### src/rtl/switch_entry_rx.sv
`default_nettype none
// ============================================================================
// switch_entry_rx : switch-strobe nibble entry with debounce, 4-entry FWFT FIFO
// Revision: 1.0
// ============================================================================
module switch_entry_rx #(
    parameter int DEBOUNCE_CYCLES = 4,
    parameter int FIFO_DEPTH      = 4
) (
    input  logic       CLOCK_50,
    input  logic       RESET_N,
    input  logic [9:0] SW,
    input  logic       data_ready,
    output logic [3:0] data_out,
    output logic       data_valid,
    output logic [2:0] fifo_count,
    output logic       overflow,
    output logic [6:0] HEX0,
    output logic [6:0] HEX1
);

    localparam logic [1:0] S_LOW      = 2'd0;
    localparam logic [1:0] S_ARM_HIGH = 2'd1;
    localparam logic [1:0] S_HIGH     = 2'd2;
    localparam logic [1:0] S_ARM_LOW  = 2'd3;

    localparam logic [7:0] C_DEB  = 8'(DEBOUNCE_CYCLES);
    localparam logic [2:0] C_FULL = 3'(FIFO_DEPTH);

    // Active-low {g,f,e,d,c,b,a} glyphs for 0-F
    function automatic logic [6:0] seg7(input logic [3:0] v);
        case (v)
            4'h0: seg7 = 7'b1000000;
            4'h1: seg7 = 7'b1111001;
            4'h2: seg7 = 7'b0100100;
            4'h3: seg7 = 7'b0110000;
            4'h4: seg7 = 7'b0011001;
            4'h5: seg7 = 7'b0010010;
            4'h6: seg7 = 7'b0000010;
            4'h7: seg7 = 7'b1111000;
            4'h8: seg7 = 7'b0000000;
            4'h9: seg7 = 7'b0010000;
            4'hA: seg7 = 7'b0001000;
            4'hB: seg7 = 7'b0000011;
            4'hC: seg7 = 7'b1000110;
            4'hD: seg7 = 7'b0100001;
            4'hE: seg7 = 7'b0000110;
            default: seg7 = 7'b0001110;
        endcase
    endfunction

    logic [4:0] r_sync1, r_sync2;
    logic [1:0] r_state, w_state_nx;
    logic [7:0] r_cnt, w_cnt_nx;
    logic       w_push, w_pop, w_wr, w_full, w_sample;
    logic [3:0] w_data;
    logic [3:0] r_mem [0:3];
    logic [1:0] r_wr_ptr, r_rd_ptr;
    logic [2:0] r_count;
    logic       r_overflow;
    logic [6:0] r_hex0;
    logic       w_unused_sw;

    assign w_unused_sw = ^SW[4:0];
    assign w_sample    = r_sync2[0];
    assign w_data      = r_sync2[4:1];

    always_comb begin
        w_state_nx = r_state;
        w_cnt_nx   = r_cnt;
        w_push     = 1'b0;
        case (r_state)
            S_LOW: begin
                if (w_sample) begin
                    w_state_nx = S_ARM_HIGH;
                    w_cnt_nx   = 8'd1;
                end
            end
            S_ARM_HIGH: begin
                if (!w_sample) begin
                    w_state_nx = S_LOW;
                    w_cnt_nx   = 8'd0;
                end else if (r_cnt == C_DEB) begin
                    w_state_nx = S_HIGH;
                    w_cnt_nx   = 8'd0;
                    w_push     = 1'b1;
                end else begin
                    w_cnt_nx = r_cnt + 8'd1;
                end
            end
            S_HIGH: begin
                if (!w_sample) begin
                    w_state_nx = S_ARM_LOW;
                    w_cnt_nx   = 8'd1;
                end
            end
            default: begin
                if (w_sample) begin
                    w_state_nx = S_HIGH;
                    w_cnt_nx   = 8'd0;
                end else if (r_cnt == C_DEB) begin
                    w_state_nx = S_LOW;
                    w_cnt_nx   = 8'd0;
                end else begin
                    w_cnt_nx = r_cnt + 8'd1;
                end
            end
        endcase
    end

    // A push into a full FIFO is still accepted when a pop frees the head slot
    assign w_full = (r_count == C_FULL);
    assign w_pop  = (r_count != 3'd0) && data_ready;
    assign w_wr   = w_push && (!w_full || w_pop);

    always_ff @(posedge CLOCK_50 or negedge RESET_N) begin
        if (!RESET_N) begin
            r_sync1    <= 5'd0;
            r_sync2    <= 5'd0;
            r_state    <= S_LOW;
            r_cnt      <= 8'd0;
            r_wr_ptr   <= 2'd0;
            r_rd_ptr   <= 2'd0;
            r_count    <= 3'd0;
            r_overflow <= 1'b0;
            r_hex0     <= 7'b1111111;
            for (int i = 0; i < 4; i++) r_mem[i] <= 4'd0;
        end else begin
            r_sync1 <= SW[9:5];
            r_sync2 <= r_sync1;
            r_state <= w_state_nx;
            r_cnt   <= w_cnt_nx;
            if (w_wr) begin
                r_mem[r_wr_ptr] <= w_data;
                r_wr_ptr        <= r_wr_ptr + 2'd1;
            end
            if (w_pop) r_rd_ptr <= r_rd_ptr + 2'd1;
            case ({w_wr, w_pop})
                2'b10:   r_count <= r_count + 3'd1;
                2'b01:   r_count <= r_count - 3'd1;
                default: r_count <= r_count;
            endcase
            if (w_push && w_full && !w_pop) r_overflow <= 1'b1;
            if (w_push) r_hex0 <= seg7(w_data);
        end
    end

    assign data_out   = r_mem[r_rd_ptr];
    assign data_valid = (r_count != 3'd0);
    assign fifo_count = r_count;
    assign overflow   = r_overflow;
    assign HEX0       = r_hex0;
    assign HEX1       = seg7({1'b0, r_count});

endmodule
`default_nettype wire

### config.mk
export PLATFORM = sky130hd
export DESIGN_NAME = switch_entry_rx
export DESIGN_NICKNAME = d
export VERILOG_FILES = /design/src/rtl/switch_entry_rx.sv
export SDC_FILE = /design/constraint.sdc
export NUM_CORES = 1
export LEC_CHECK = 0
export CORE_UTILIZATION = 50
export DETAILED_ROUTE_END_ITERATION = 6
export PLACE_DENSITY = 0.73
export SYNTH_ARGS = -nofsm -noshare
export SYNTH_HDL_FRONTEND = slang
export SYNTH_SLANG_ARGS = --single-unit
### constraint.sdc
create_clock -name CLOCK_50 -period 6.41 [get_ports CLOCK_50]
set_input_delay 0.641 -clock CLOCK_50 [delete_from_list [all_inputs] [get_ports CLOCK_50]]
set_output_delay 0.641 -clock CLOCK_50 [all_outputs]
set_load 0.03 [all_outputs]
==> results of run 1 <==
## Yosys cell counts (all sizes together), types with 2 or more instances
| library cell | instances | area share |
|---|---|---|
| mux2i | 8 | 0.029 |
| clkbuf | 10 | 0.014 |
| o21ai | 9 | 0.016 |
| mux2 | 22 | 0.090 |
| and2 | 3 | 0.0068 |
| a21o | 2 | 0.0054 |
| dfrtp | 44 | 0.40 |
| ha | 20 | 0.091 |
| inv | 12 | 0.016 |
| o21a | 2 | 0.0054 |
| dfstp | 7 | 0.067 |
| mux4 | 5 | 0.041 |
| xnor2 | 4 | 0.013 |
| and3 | 3 | 0.0068 |
| a31oi | 2 | 0.0045 |
| nor3 | 3 | 0.0073 |
| nor2 | 20 | 0.027 |
| or3b | 2 | 0.0063 |
| nand2 | 20 | 0.027 |
| xor2 | 6 | 0.019 |
| o31ai | 2 | 0.0054 |
| nand3 | 2 | 0.0036 |
| nand4 | 5 | 0.011 |
| nor2b | 3 | 0.0068 |
| a21oi | 5 | 0.0091 |
| a21boi | 2 | 0.0054 |
## routing by layer
| layer | routed length [um] | vias up | share of wire | global-route usage |
|---|---|---|---|---|
| met2 | 2390 | 19 | 0.50 | 0.319 |
| met5 | 0 | - | 0 | 0 |
| li1 | - | 905 | - | - |
| met1 | 2240 | 893 | 0.47 | 0.242 |
| met3 | 106 | 4 | 0.022 | 0.0359 |
| met4 | 42 | 0 | 0.0088 | 0.0577 |
## area by class of cell
cell class	count	area [um2]	area share
multi-input combinational	169	1390	0.435
clock inverter	1	5.00	0.00156
tap	70	87.6	0.0274
timing repair buffer	31	303	0.0946
sequential	51	1280	0.401
inverter	12	45.0	0.0141
clock buffer	6	82.6	0.0258
## registers in the layout, summed over array words and instances, names as in the netlist, named ones only
register,count
r_cnt,8
r_state,1
fifo_count,3
r_mem,16
r_wr_ptr,2
HEX0,7
r_sync1,5
overflow,1
r_rd_ptr,2
r_sync2,5
## critical path, stage by stage (launching register included)
cell	delay (ns)
dfrtp_1	0.44
inv_1	0.10
ha_1	0.16
or3b_2	0.51
nor3_2	0.45
nor2_1	0.13
fa_1	0.55
nor2_1	0.05
and4_1	0.21
o31ai_1	0.24
o221a_2	0.22
## cell families after synthesis
logic type	Yosys count
XOR/XNOR	10
buffers and inverters	22
AND/OR/NAND/NOR	69
adder cells (fa/ha/maj)	21
AO/OA/AOI/OAI	34
flip-flops	51
multiplexers	35
## path summary, 6_finish.rpt
| check | from | to | slack (ns) | depth (start not counted) |
|---|---|---|---|---|
| worst min-delay path | r_sync1[0]$_DFF_PN0_ | r_sync2[0]$_DFF_PN0_ | 0.35 | 0 |
| worst min register to register | r_sync1[0]$_DFF_PN0_ | r_sync2[0]$_DFF_PN0_ | 0.35 | 0 |
| max in group asynchronous | RESET_N | r_sync1[0]$_DFF_PN0_ | 5.56 | 2 |
| min in group asynchronous | RESET_N | r_mem[2]$_DFFE_PN0P_ | 0.44 | 2 |
| worst max-delay path | r_cnt[0]$_DFFE_PN0P_ | fifo_count[1]$_DFFE_PN0P_ | 3.31 | 10 |
| worst max register to register | r_cnt[0]$_DFFE_PN0P_ | fifo_count[1]$_DFFE_PN0P_ | 3.31 | 10 |
## report_power, final
| part | internal [uW] | switching [uW] |
|---|---|---|
| registers | 390 | 80.2 |
| clock network | 84.9 | 98.4 |
| logic | 273 | 335 |
| total | 748 | 514 |
## stage by stage
step,instances,power (uW)
4_1_cts,340,1280
3_3_place_gp,333,1070
3_5_place_dp,333,1090
6_report,340,1260
2_1_floorplan,242,888
5_1_grt,340,1360
==> flow_summary_export.csv, run 1 <==
group,metric,value,unit
synthesis,synth_xor_xnor_area_share,0.0317,
power,max-vdd-ir-drop,0.185,mV
power,p_leak,0.00146,uW
cts,insertion_delay,0.29,ns
drt,drc_errors,0,
floorplanning,io_pins,36,
cts,hold_buffers,0,
drt,antenna_left,0,
status,status,"finished, final reports clean",
sta,setup_tns,0,ns
sta,hold_ws,0.353,ns
floorplanning,dieWidth,76.3,um
sta,hold_violations,0,
global_route,gr-usage-all-layers,0.187,
sta,post-route-period-util,0.483,
final_layout,antenna_cells,0,
final_layout,fin_nets,304,
synthesis,ys.flop_type,"dfrtp_1",
final_layout,drive_above_1_share,0.185,
sta,setup_viol,0,
synthesis,async_reset_ff_frac,1.00,
synthesis,synth.distinct_cells,48,
floorplanning,initial_core_util,0.530,
cts,cts_tree,"yes",
setup_path,crit_type,"reg -> reg",
final_layout,final_area,3200,um2
cts,cts_buffers,5,
synthesis,synth_area,2760,um2
setup_path,cp.arrival,3.34,ns
cts,cts_sinks,51,
synthesis,synth_nets,276,
final_layout,final_common_cell,"dfrtp_1",
drt,drt_first_iter_violations,78,
setup_path,worstPathRequired,6.65,ns
global_route,grt_max_degree,52,
synthesis,synthAdderAreaFrac,0.0979,
global_route,grt_pass1_wl,8630,um
final_layout,mostFrequentLayoutCells,"dfrtp_1, clkdlybuf4s50_1, mux2_2",
sta,setup_slack,3.31,ns
global_route,overflow,0,
cts,cts_max_level,2,
synthesis,synth.avg_cell_area,11.4,um2
drt,wirelength,4780,um
setup_path,startpoint_type,"flop",
floorplanning,core_area,5200,um2
cts,cts.repair.resized,0,
synthesis,synth_compound_area_frac,0.0825,
global_route,antenna_found_initial,0,
synthesis,netlist_instances,242,
power,p_per_area,394,nW/um2
final_layout,fillers,443,
sta,fmax,323,MHz
sta,rsz0062_at_grt,"false",
placement,dpl.hpwl,3380,um
global_route,first_global_vias,1853,
min_path,hold_path.class,"reg -> reg",
sta,finalClockSkew,0.00884,ns
setup_path,end_kind,"flop",
cts,post_cts_buffers,0,
synthesis,synth_top_family_by_area,"multiplexers",
final_layout,post-route-util,0.615,
cts,path_clk_slew,0.09,ns
floorplanning,row_count,26,
drt,dr.pass1.iters,4,
cts,cts_max_path_buffers,2,
synthesis,synth-edff-count,0,
sta,post-route-min-period,3.10,ns
synthesis,synth_mux_area_frac,0.160,
drt,vias,1821,
synthesis,ys_warn_count,0,
setup_path,crit_fanout,8,
sta,slew_viol_final,0,
job,cap_violations,0,
floorplanning,dieArea,5820,um2
final_layout,syn_to_final_growth,16.0,%
sta,tightest_slew,0.889,ns
drt,via_per_inst,5.36,
cts,root_buffer,"clkbuf_8",
placement,gp_congestion,0.782,
sta,slew_headroom,0.399,
synthesis,ys_seq_area_frac,0.466,
placement,dp_slack,3.32,ns
drt,routedWlPerCell,14.1,um
placement,post_dp_cell_area,3110,um2
synthesis,ys_ff_latch,51,
synthesis,yosys.area_share.simple,0.133,
floorplanning,fp.dieH,76.3,um
placement,port_buffers,30,
Note: power is estimated with default switching activity, not from simulation.
==> inputs of run 2 (changes only) <==
--- a/config.mk
+++ b/config.mk
@@ -7,7 +7,7 @@
 export LEC_CHECK = 0
 export CORE_UTILIZATION = 50
 export DETAILED_ROUTE_END_ITERATION = 6
-export PLACE_DENSITY = 0.73
+export PLACE_DENSITY = 0.76
 export SYNTH_ARGS = -nofsm -noshare
 export SYNTH_HDL_FRONTEND = slang
 export SYNTH_SLANG_ARGS = --single-unit
==> constraint.sdc (replaced) <==
create_clock -name CLOCK_50 -period 2.8 [get_ports CLOCK_50]
set_input_delay 0.28 -clock CLOCK_50 [delete_from_list [all_inputs] [get_ports CLOCK_50]]
set_output_delay 0.28 -clock CLOCK_50 [all_outputs]
set_load 0.03 [all_outputs]
==> flow_summary_export.csv, run 2 (synthesis results as in run 1) <==
group,metric,value,unit
power,p_leak,0.00150,uW
setup_path,crit_fanout,6,
job,cap_violations,0,
cts,insertion_delay,0.30,ns
sta,post-route-period-util,0.959,
power,p_int,1770,uW
final_layout,fin_nets,311,
power,netSwitchingPower,1230,uW
cts,cts_max_path_buffers,2,
drt,antenna_left,0,
drt,vias,1910,
sta,slew_headroom,0.315,
final_layout,syn_to_final_growth,18.6,%
cts,cts_max_level,2,
sta,hold_ws,0.151,ns
status,status,"finished, final reports clean",
sta,setup_tns,0,ns
global_route,grt_pass1_wl,8830,um
sta,hold_violations,0,
floorplanning,initial_core_util,0.530,
sta,setup_viol,0,
final_layout,largest_register_ffs,16,
placement,post_dp_cell_area,3170,um2
drt,drt_first_iter_violations,96,
setup_path,crit_type,"reg -> reg",
floorplanning,dieWidth,76.3,um
drt,routedWlPerCell,14.8,um
sta,post-route-min-period,2.68,ns
power,p_per_area,917,nW/um2
placement,gp_congestion,0.757,
drt,via_per_inst,5.49,
floorplanning,row_count,26,
cts,hold_buffers,0,
global_route,grt_max_degree,48,
floorplanning,io_pins,36,
sta,tightest_slew,1.03,ns
min_path,hold_path.class,"in -> async",
global_route,gr-usage-all-layers,0.191,
cts,cts_sinks,51,
final_layout,final_area,3270,um2
drt,met2_length,2550,um
setup_path,worstPathRequired,3.04,ns
final_layout,drive_above_1_share,0.212,
global_route,antenna_found_initial,0,
floorplanning,core_area,5200,um2
cts,path_clk_slew,0.09,ns
drt,drt-met1-wl,2400,um
final_layout,mostFrequentLayoutCells,"dfrtp_1, clkdlybuf4s50_1, mux2_2",
global_route,overflow,0,
drt,dr.pass1.iters,4,
floorplanning,fp.dieH,76.3,um
sta,fmax,373,MHz
final_layout,post-route-util,0.629,
power,seq_power_share,0.352,
placement,dpl.hpwl,3620,um
setup_path,cp.arrival,2.92,ns
drt,top_layer_used,"met4",
power,max-vdd-ir-drop,0.486,mV
global_route,first_global_vias,1839,
power,power,3000,uW
drt,wirelength,5150,um
final_layout,final_common_cell,"dfrtp_1",
floorplanning,dieArea,5820,um2
power,clockPowerShare,0.146,
drt,drc_errors,0,
setup_path,end_kind,"flop",
cts,cts_tree,"yes",
final_layout,antenna_cells,0,
sta,slew_viol_final,0,
cts,root_buffer,"clkbuf_8",
placement,port_buffers,30,
power,p_comb_frac,0.502,
setup_path,startpoint_type,"flop",
final_layout,regMostFlops,"r_mem",
cts,cts_buffers,5,
drt,dr_wl_met3,155,um
power,p_sw_frac,0.409,
sta,finalClockSkew,0.00979,ns
[run 2: final timing paths]
kind / start / end / slack (ns) / cells after the start
worst min-delay path: RESET_N / r_mem[3]$_DFFE_PN0P_ / 0.15 / 1
worst min register to register: r_sync1[4]$_DFF_PN0_ / r_sync2[4]$_DFF_PN0_ / 0.35 / 0
min in group CLOCK_50: r_sync1[4]$_DFF_PN0_ / r_sync2[4]$_DFF_PN0_ / 0.35 / 0
worst max-delay path: r_cnt[0]$_DFFE_PN0P_ / fifo_count[1]$_DFFE_PN0P_ / 0.12 / 10
max in group asynchronous: RESET_N / HEX0[6]$_DFFE_PN1P_ / 1.90 / 2
worst max register to register: r_cnt[0]$_DFFE_PN0P_ / fifo_count[1]$_DFFE_PN0P_ / 0.12 / 10
[run 2: worst max-delay path: stages, from the launching register on]
cell and delay (ns):
dfrtp_2 0.45, inv_1 0.09, ha_1 0.16, or3b_4 0.43, nor3_4 0.13, nor2_1 0.09, fa_1 0.53, nor2_1 0.06
and4_1 0.20, o31ai_1 0.25, o221a_2 0.23
[run 2: per-layer routing]
layer,up-vias,track usage
met5,-,0
met4,0,0.0500
met3,6,0.0395
met2,44,0.316
met1,944,0.255
li1,916,-
[run 2: power by group through the flow]
stage          sequential [uW]  clock [uW]  combinational (uW)
2_1_floorplan             1140           0                 903
3_3_place_gp              1060           0                1450
3_5_place_dp              1070           0                1490
4_1_cts                   1060         452                1500
5_1_grt                   1090         483                1640
6_report                  1060         438                1510
[run 2: stage by stage]
stage               setup slack [ns]  instances
CTS                           0.0154        348
global route                 -0.0201        348
floorplan                     0.0585        242
detailed placement            0.0359        340
finish                         0.116        348
global placement               0.185        340
[run 2: layout make-up]
type | instances | area (um2)
Clock inverter | 1 | 8.76
Multi-Input combinational cell | 169 | 1400
Tap cell | 70 | 87.6
Timing Repair Buffer | 38 | 355
Sequential cell | 51 | 1290
Fill cell | 420 | 1930
Clock buffer | 7 | 86.3
Inverter | 12 | 45.0
[run 2: what timing repair did]
item,in CTS,in global routing
setup buffers,0,0
endpoints found under the setup margin,0,1
gates resized for setup,0,2
==> patch (flow settings as in run 1) <==
Register the output `fifo_count` once more, without a reset; this adds one clock of latency there. The other outputs are not delayed to match.
--- a/src/rtl/switch_entry_rx.sv
+++ b/src/rtl/switch_entry_rx.sv
@@ -147,7 +147,9 @@
 
     assign data_out   = r_mem[r_rd_ptr];
     assign data_valid = (r_count != 3'd0);
-    assign fifo_count = r_count;
+    always_ff @(posedge CLOCK_50) begin
+        fifo_count <= r_count;
+    end
     assign overflow   = r_overflow;
     assign HEX0       = r_hex0;
     assign HEX1       = seg7({1'b0, r_count});
Function: changed (Yosys sat finds a counterexample within 10 cycles, from zero or initial values and one cycle with RESET_N low).
==> patch against run 1 <==
- area after synthesis rose by 3.3%
- hold slack improved by 0.0065 ns
- final area rose by 3.2%
- sequential cell count rose by 3
- die area rose by 3.2%
- routed wire length rose by 4.7%
- sequential power rose by 7.2%
- setup slack improved by 0.044 ns
- total power rose by 4.5%
- largest power group unchanged
==> patch: results (changes against run 1) <==
| Metric | Value |
|---|---|
| Status | `finished clean` |
| Sequential share of cell area | `40.7% (+0.59 points)` |
| Post-DP HPWL | `3.50 mm (+3.3%)` |
| Hold Path Sink | `r_sync2[4]` |
| Reg2reg end | `r_count[2]` |
| GP Congestion | `0.801 (+2.4%)` |
| Clock buf count | `5 (-1)` |
| Post-Synthesis Cells | `252 (+4.1%)` |
| P_leak | `1.48 nW (+1.3%)` |
| 1st-iter DRT viols | `136 (+74%)` |
| Vias per cell | `5.44 (+1.6%)` |
| Area contributors post-synth | `dfrtp_1, mux2_2, ha_1` |
| Vias | `1920 (+5.4%)` |
| Synth Area in Compound Gates | `8.21% (-0.041 points)` |
| Top post-synthesis cells by count | `dfrtp_1, nand2_1, mux2_2` |
| Ys async rst share | `94.4% (-5.6 points)` |
| Post-Synth XOR/XNOR Area | `2.77% (-0.41 points)` |
| Sequential share of the synthesized area | `47.2% (+0.64 points)` |
| Crit share post-route | `47.6% (-0.69 points)` |
| Critical-path top delay cell | `nor3_1` |
| Routed WL | `5.00 mm (+4.7%)` |
| Worst slew margin | `55.9% (+16 points)` |
| Crit Path Max Fanout | `6 (-2)` |
| Layout cells sized above 1 | `17.4% (-1.1 points)` |
| Net Count, Synth | `286 (+3.6%)` |
| Non-clk buf share | `9.17% (-0.29 points)` |
| # nets final | `314 (+3.3%)` |
| Placed cell count | `345 (+3.6%)` |
| Unique cell type count in the Yosys netlist | `49 (+2.1%)` |
| Worst-path clk slew | `0.11 ns (+0.02 ns)` |
| Clock Latency Late Sink | `0.31 ns (+0.02 ns)` |
| Post-Synth Adder-Cell Area | `9.48% (-0.31 points)` |
| Vias in the first global route | `1844 (-0.49%)` |
| Multiplexer share of the synthesized area | `16.2% (+0.29 points)` |
-- patch: cell count changes in the layout (fill, tap and decap cells not counted), moves of 4 or more --
cell	run 1	this run
xor2_1	6	1
xnor2_1	4	8
nand2_1	20	26
nand4_1	5	1
-- patch: metal layers --
layer  vias up  routed length, um  GRT usage (%)
li1        947                  -              -
met1       942               2540           26.5
met2        27               2300           28.6
met3         4                121           3.29
met4         0                 40           5.09
met5         -                  0              0
-- patch: per-stage QoR --
step,area [um^2],total power [mW],util (%)
after detailed placement,3200,1.12,58.2
after global routing,3300,1.42,60.0
after global placement,3200,1.11,58.2
final,3300,1.32,60.0
after CTS,3300,1.33,60.0
after floorplan,2850,0.926,-
-- patch: power breakdown --
part,switching [mW],internal [mW]
Combinational,0.332,0.275
Clock,0.125,0.0821
Sequential,0.0840,0.420
Total,0.541,0.778
